<file path="src/rtl/program_loader_if.sv">
// program_loader_if: UART byte stream in, program-memory write port and core control out
interface program_loader_if #(
    parameter int MEM_WORDS = 256
);
    localparam int WW = $clog2(MEM_WORDS + 1);
    logic [7:0]    rx_data;
    logic          rx_valid;
    logic          mem_sel;
    logic          mem_write_enable;
    logic [31:0]   mem_address;
    logic [31:0]   mem_write_data;
    logic          cpu_run;
    logic          load_done;
    logic          load_error;
    logic [WW-1:0] words_loaded;
    modport master (
        input  rx_data, rx_valid,
        output mem_sel, mem_write_enable, mem_address, mem_write_data,
        output cpu_run, load_done, load_error, words_loaded
    );
    modport slave (
        output rx_data, rx_valid,
        input  mem_sel, mem_write_enable, mem_address, mem_write_data,
        input  cpu_run, load_done, load_error, words_loaded
    );
endinterface

</file>
<file path="src/rtl/program_loader.sv">
// program_loader: UART boot loader that writes little-endian words into program memory
module program_loader #(
    parameter logic [7:0] MAGIC          = 8'hA5,
    parameter int         MEM_WORDS      = 256,
    parameter int         TIMEOUT_CYCLES = 1000000
) (
    input logic              clk,
    input logic              reset_n,
    program_loader_if.master bus
);
    localparam int WW = $clog2(MEM_WORDS + 1);
    localparam int TW = $clog2(TIMEOUT_CYCLES + 1);

    typedef enum logic [2:0] {IDLE, LEN, DATA, CHECK, DONE, ERROR} state_t;

    state_t        state, state_n;
    logic [31:0]   len, len_n, word, word_n;
    logic [1:0]    idx, idx_n;
    logic [7:0]    csum, csum_n;
    logic [TW-1:0] idle, idle_n;
    logic          mem_sel, mem_sel_n, we, we_n, cpu_run, cpu_run_n;
    logic          done, done_n, err, err_n;
    logic [31:0]   addr, addr_n, wdata, wdata_n;
    logic [WW-1:0] wl, wl_n;
    logic          active, timeout, go_err;

    assign bus.mem_sel          = mem_sel;
    assign bus.mem_write_enable = we;
    assign bus.mem_address      = addr;
    assign bus.mem_write_data   = wdata;
    assign bus.cpu_run          = cpu_run;
    assign bus.load_done        = done;
    assign bus.load_error       = err;
    assign bus.words_loaded     = wl;

    // Next-state and next-output computation; every output leaves through a register
    always_comb begin
        state_n   = state;
        len_n     = len;
        word_n    = word;
        idx_n     = idx;
        csum_n    = csum;
        mem_sel_n = mem_sel;
        we_n      = 1'b0;
        cpu_run_n = cpu_run;
        done_n    = 1'b0;
        err_n     = err;
        addr_n    = addr;
        wdata_n   = wdata;
        wl_n      = wl;
        go_err    = 1'b0;
        active    = state inside {LEN, DATA, CHECK};
        idle_n    = (!active || bus.rx_valid) ? '0 : idle + 1'b1;
        timeout   = active && !bus.rx_valid && idle == TW'(TIMEOUT_CYCLES - 1);
        if (bus.rx_valid) begin
            case (state)
                IDLE, ERROR: if (bus.rx_data == MAGIC) begin
                    state_n   = LEN;
                    cpu_run_n = 1'b0;
                    mem_sel_n = 1'b1;
                    err_n     = 1'b0;
                    wl_n      = '0;
                    idx_n     = '0;
                    csum_n    = '0;
                end
                LEN: begin
                    len_n = {bus.rx_data, len[31:8]};
                    idx_n = idx + 1'b1;
                    if (idx == 2'd3) begin
                        if (len_n == '0 || len_n > 32'(MEM_WORDS)) go_err = 1'b1;
                        else state_n = DATA;
                    end
                end
                DATA: begin
                    word_n = {bus.rx_data, word[31:8]};
                    csum_n = csum ^ bus.rx_data;
                    idx_n  = idx + 1'b1;
                    if (idx == 2'd3) begin
                        we_n    = 1'b1;
                        addr_n  = 32'(wl) << 2;
                        wdata_n = word_n;
                        wl_n    = wl + 1'b1;
                        if (wl_n == WW'(len)) state_n = CHECK;
                    end
                end
                CHECK: begin
                    if (bus.rx_data == csum) begin
                        state_n   = DONE;
                        done_n    = 1'b1;
                        mem_sel_n = 1'b0;
                    end else go_err = 1'b1;
                end
                default: ;
            endcase
        end
        if (state == DONE) begin
            state_n   = IDLE;
            cpu_run_n = 1'b1;
        end
        if (timeout || go_err) begin
            state_n   = ERROR;
            err_n     = 1'b1;
            mem_sel_n = 1'b0;
        end
    end

    // State and output registers; reset hands memory back to the PC and lets the core run
    always_ff @(posedge clk or negedge reset_n) begin
        if (!reset_n) begin
            state   <= IDLE;
            len     <= '0;
            word    <= '0;
            idx     <= '0;
            csum    <= '0;
            idle    <= '0;
            mem_sel <= 1'b0;
            we      <= 1'b0;
            cpu_run <= 1'b1;
            done    <= 1'b0;
            err     <= 1'b0;
            addr    <= '0;
            wdata   <= '0;
            wl      <= '0;
        end else begin
            state   <= state_n;
            len     <= len_n;
            word    <= word_n;
            idx     <= idx_n;
            csum    <= csum_n;
            idle    <= idle_n;
            mem_sel <= mem_sel_n;
            we      <= we_n;
            cpu_run <= cpu_run_n;
            done    <= done_n;
            err     <= err_n;
            addr    <= addr_n;
            wdata   <= wdata_n;
            wl      <= wl_n;
        end
    end
endmodule

</file>
<file path="src/flat_wrapper.sv">
// flat-port wrapper written by rule: the top's interface ports become plain ports
module program_loader_flat 
#(
    parameter logic [7:0] MAGIC          = 8'hA5,
    parameter int         MEM_WORDS      = 256,
    parameter int         TIMEOUT_CYCLES = 1000000
)
  (clk, reset_n, bus_rx_data, bus_rx_valid, bus_mem_sel, bus_mem_write_enable, bus_mem_address, bus_mem_write_data, bus_cpu_run, bus_load_done, bus_load_error, bus_words_loaded);
  program_loader_if #(.MEM_WORDS(MEM_WORDS)) bus_i ();
  input logic clk;
  input logic reset_n;
  input wire logic [$bits(bus_i.rx_data)-1:0] bus_rx_data;
  input wire logic [$bits(bus_i.rx_valid)-1:0] bus_rx_valid;
  output wire logic [$bits(bus_i.mem_sel)-1:0] bus_mem_sel;
  output wire logic [$bits(bus_i.mem_write_enable)-1:0] bus_mem_write_enable;
  output wire logic [$bits(bus_i.mem_address)-1:0] bus_mem_address;
  output wire logic [$bits(bus_i.mem_write_data)-1:0] bus_mem_write_data;
  output wire logic [$bits(bus_i.cpu_run)-1:0] bus_cpu_run;
  output wire logic [$bits(bus_i.load_done)-1:0] bus_load_done;
  output wire logic [$bits(bus_i.load_error)-1:0] bus_load_error;
  output wire logic [$bits(bus_i.words_loaded)-1:0] bus_words_loaded;
  assign bus_i.rx_data = bus_rx_data;
  assign bus_i.rx_valid = bus_rx_valid;
  assign bus_mem_sel = bus_i.mem_sel;
  assign bus_mem_write_enable = bus_i.mem_write_enable;
  assign bus_mem_address = bus_i.mem_address;
  assign bus_mem_write_data = bus_i.mem_write_data;
  assign bus_cpu_run = bus_i.cpu_run;
  assign bus_load_done = bus_i.load_done;
  assign bus_load_error = bus_i.load_error;
  assign bus_words_loaded = bus_i.words_loaded;
  program_loader #(.MAGIC(MAGIC), .MEM_WORDS(MEM_WORDS), .TIMEOUT_CYCLES(TIMEOUT_CYCLES)) u_core (.clk(clk), .reset_n(reset_n), .bus(bus_i));
endmodule
</file>
<file path="config.mk">
export PLATFORM = sky130hd
export DESIGN_NAME = program_loader_flat
export DESIGN_NICKNAME = d
export VERILOG_FILES = /design/src/rtl/program_loader_if.sv /design/src/rtl/program_loader.sv /design/src/flat_wrapper.sv
export SDC_FILE = /design/constraint.sdc
export NUM_CORES = 1
export LEC_CHECK = 0
export CORE_UTILIZATION = 50
export DETAILED_ROUTE_END_ITERATION = 16
export PLACE_DENSITY = 0.8
export RECOVER_POWER = 100
export SLEW_MARGIN = 20
export SYNTH_ARGS = -nofsm -noshare
export SYNTH_HDL_FRONTEND = slang
export SYNTH_SLANG_ARGS = --single-unit
</file>
<file path="constraint.sdc">
create_clock -name clk -period 2.2 [get_ports clk]
set_input_delay 0.33 -clock clk [delete_from_list [all_inputs] [get_ports clk]]
set_output_delay 0.33 -clock clk [all_outputs]
set_load 0.01 [all_outputs]
</file>
==> metrics.csv <==
stage,metric,value,unit
timing,Final period util,102,%
cells_and_area,Inserted Diodes,0,
synthesis,mux cell area share after synthesis,5.51,%
die,die width,116,microns
synthesis,Synth Area per Inst,9.64,sq um
cells_and_area,register area,0.00360,sq mm
grt,pin count of the biggest net entering global routing,55,
power,Peak VDD IR,0.690,mV
grt,Global Route Usage Sum,23.4,%
synthesis,ys async rst share,100,%
synthesis,area fraction in compound gates after synthesis,6.31,%
worst_setup_path,crit path buf inv count,0,
worst_hold_path,Hold Startpoint,u_core.bus.mem_write_data[2],
cells_and_area,final core utilization,65.0,%
worst_setup_path,CP arrival,2.55,ns
drt,Vias,5153,
synthesis,Synth Area in XOR/XNOR,4.42,%
placed_design,# port buffers,65,
cts,Worst-path clk slew,0.06,ns
placed_design,Routability Congestion,0.812,
synthesis,"Seq/Total Area, Yosys",55.1,%
cells_and_area,share of layout cells above drive strength 1,13.5,%
cells_and_area,Multi-input gate area,0.00281,sq mm
drt,wire length per cell,15.2,microns
synthesis,post-synthesis simple-gate area fraction,23.1,%
worst_setup_path,crit path max-delay cell type,dfrtp_1,
power,Pwr Density,1130,mW/mm^2
synthesis,main combinational cell family by area after synthesis,simple AND/OR/NAND/NOR gates,
grt,first-pass GRT wire length,24200,microns
timing,final setup margin,-0.0353,ns
die,IO Pins,89,
worst_setup_path,Reg2Reg Depth,8,
worst_setup_path,Required @ worst endpoint,2.52,ns
cts,clock root cell,clkbuf_16,
worst_setup_path,"CP delay by family, top",simple AND/OR/NAND/NOR gates,
die,Core Box Area,0.0127,sq mm
cts,CTS tree,done,
cells_and_area,fillers,981,
worst_setup_path,"Critical Path, Cell by Cell",ha_4 -> xnor2_2 -> nand3_2 -> nor4_4 -> o2111ai_2 -> a221oi_2 -> a2111oi_2 -> nor4_1,
worst_setup_path,Setup CP Type,flip-flop to flip-flop,
worst_hold_path,hold path depth,2,
cells_and_area,Layout area overhead,26.0,%
synthesis,"EDFF count, synth",0,
timing,Max Slew Vio Count,0,
cells_and_area,most frequent cells in the layout,"nand2_1, dfrtp_1, dlygate4sd3_1",
grt,initial antenna violation count,0,
die,die area,0.0135,sq mm
cts,clock sink count,144,
synthesis,Syn Inst Count,678,
grt,vias in the first global route,4937,
timing,Fin Setup TNS,-0.0353,ns
timing,max_slew headroom,19.8,%
synthesis,Seq cells post-synth,144,
drt,DRC Markers,0,
cts,CTS max path bufs,2,
worst_setup_path,CP Launch Type,flip-flop,
worst_setup_path,worst flop-to-flop path startpoint,u_core.bus.words_loaded[0],
cells_and_area,nets@finish,791,
cts,Num CTS Buffers,17,
placed_design,dpl hpwl,9910,microns
die,row count,41,
cells_and_area,final cell count without fillers,962,
drt,initial DRC count,388,
worst_setup_path,CP max stage delay,0.42,ns
synthesis,Yosys warnings,0,
run_status,failing checks,negative setup slack,
drt,DR pass1 iterations,5,
timing,Final min period,2.24,ns
timing,Hold Fails Final Rpt,0,
placed_design,dpl cells,929,
timing,FMAX,447,MHz
cts,clk_lat worst skew,0.42,ns
worst_setup_path,flop2flop setup slack,-0.04,ns
power,Total Power,9.34,mW
timing,final setup fails,1,
drt,WL final,14600,microns
grt,GRT overflow,0,
worst_setup_path,Worst setup EP type,flip-flop,
synthesis,Synth cell types,53,
cells_and_area,"commonest non-fill, non-tap cell in the layout",nand2_1,
worst_hold_path,Hold EP,u_core.bus.mem_write_data[2],
cts,number of post-CTS setup repair buffers,0,
cts,htree depth,4,
drt,vias per inst,5.36,
timing,clk_skew,0.00833,ns
die,initial core utilization,51.6,%
die,Die H,116,microns
synthesis,synthesized area,0.00654,sq mm
timing,RSZ-0062 raised after global routing,yes,
worst_setup_path,CP Max Fanout,2,
synthesis,Adder-Cell Fraction of Synth Area,0.574,%
synthesis,top_reg_cell synth,dfrtp_1,
worst_hold_path,worst hold path class,flip-flop to flip-flop,
worst_setup_path,FF-to-FF End,u_core.state[2],
drt,ANT nets after route,0,
run_status,outcome,"complete, but fails checks",
timing,Slew @ Worst Pin,1.20,ns
power,static leakage,4.03,nW
flow_run,Max Cap Viol,0,
-- power breakdown --
part	switching (mW)	total [mW]	internal, mW
sequential	0.666	4.12	3.45
combinational	1.27	2.48	1.21
clock	1.11	2.74	1.63
total	3.05	9.34	6.29
-- cell usage after synthesis (2+ instances only) --
cell	number	area [sq um]
nand2_1	228	856
dfrtp_1	143	3580
nor2_1	31	116
buf_4	24	180
o21ai_1	21	105
mux2_1	20	225
clkbuf_1	18	67.6
xnor2_1	18	158
nand3_1	15	75.1
xor2_1	15	131
o21ai_0	14	70.1
mux2_2	12	135
and3_1	10	62.6
buf_2	10	50.1
nor4_1	10	62.6
and2_1	9	56.3
nor2b_1	7	43.8
o31ai_1	7	52.6
nand4_1	6	37.5
a21oi_1	5	25.0
inv_1	5	18.8
a211oi_1	4	30.0
nor3_1	4	20.0
a21o_1	3	22.5
ha_1	3	37.5
a22o_1	2	17.5
and4_1	2	17.5
nand4b_1	2	17.5
nor4bb_1	2	20.0
o211ai_1	2	15.0
o21a_1	2	15.0
or3_1	2	12.5
or4_1	2	15.0
-- per-layer routing --
metal | track usage, % | share of wire (%) | wire [microns]
met4 | 11.3 | 2.1 | 312
met3 | 4.67 | 4.5 | 653
met1 | 30.8 | 43 | 6340
met5 | 0 | 0 | 0
met2 | 37.4 | 50 | 7300
-- how the worst max path moves through the flow --
stage                                          start  depth (start not counted)  slack, ns              end
after global routing      u_core.bus.words_loaded[0]                          8      -0.17  u_core.state[2]
after CTS                 u_core.bus.words_loaded[0]                          8     0.0008  u_core.state[2]
after floorplan           u_core.bus.words_loaded[0]                          9       0.02  u_core.state[2]
final                     u_core.bus.words_loaded[0]                          8      -0.04  u_core.state[2]
after detailed placement              bus_rx_data[1]                          8      -0.44  u_core.state[2]
after global placement                bus_rx_data[1]                          8      -0.32  u_core.state[2]
-- registers in the layout (all words and copies together), names as in the netlist --
| signal | flops |
|---|---|
| u_core.bus.cpu_run | 1 |
| u_core.csum | 8 |
| u_core.len | 32 |
| u_core.state | 3 |
| u_core.bus.load_error | 1 |
| u_core.word | 24 |
| u_core.idx | 2 |
| u_core.bus.mem_write_enable | 1 |
| u_core.bus.mem_sel | 1 |
| u_core.idle | 20 |
| u_core.bus.mem_write_data | 32 |
| u_core.bus.load_done | 1 |
| u_core.bus.words_loaded | 9 |
| u_core.bus.mem_address | 9 |
-- per-stage QoR --
stage	setup slack [ns]	instance area [sq um]	hold slack (ns)
finish	-0.0353	8240	0.465
global route	-0.165	8240	0.482
CTS	0.000771	8220	0.412
detailed placement	-0.441	7580	0.296
global placement	-0.324	7580	0.296
floorplan	0.0173	6620	0.0344
-- repair_timing --
action | in CTS | in global routing
endpoints found under the hold margin | 47 | 0
gates resized for setup | 9 | 10
hold buffers | 1 | 0
pin swaps | 4 | 2
endpoints found under the setup margin | 2 | 12
-- final cells by class --
cell class	instances	share of cell area, %
inverter	6	0.273
timing repair buffer	110	12.3
clock buffer	22	5.63
tap	172	2.61
clock inverter	10	1.26
multi-input combinational	498	34.1
sequential	144	43.8
-- worst reg2reg max path, stage by stage (launching register included) --
cell and delay (ns):
dfrtp_1 0.42, ha_4 0.27, xnor2_2 0.15, nand3_2 0.12, nor4_4 0.29, o2111ai_2 0.21
a221oi_2 0.32, a2111oi_2 0.11, nor4_1 0.25
-- cell families (layout without fill, tap and decap cells) --
group                      Yosys count  after routing
adders and majority gates            3              3
muxes                               32             32
and+or+nand+nor                    340            340
xor gates and xnor gates            33             33
other                                1             23
buffers and inverters               58            148
DFF                                144            144
AOI/OAI and AO/OA                   67             67
(Power assumes the default switching activity.)
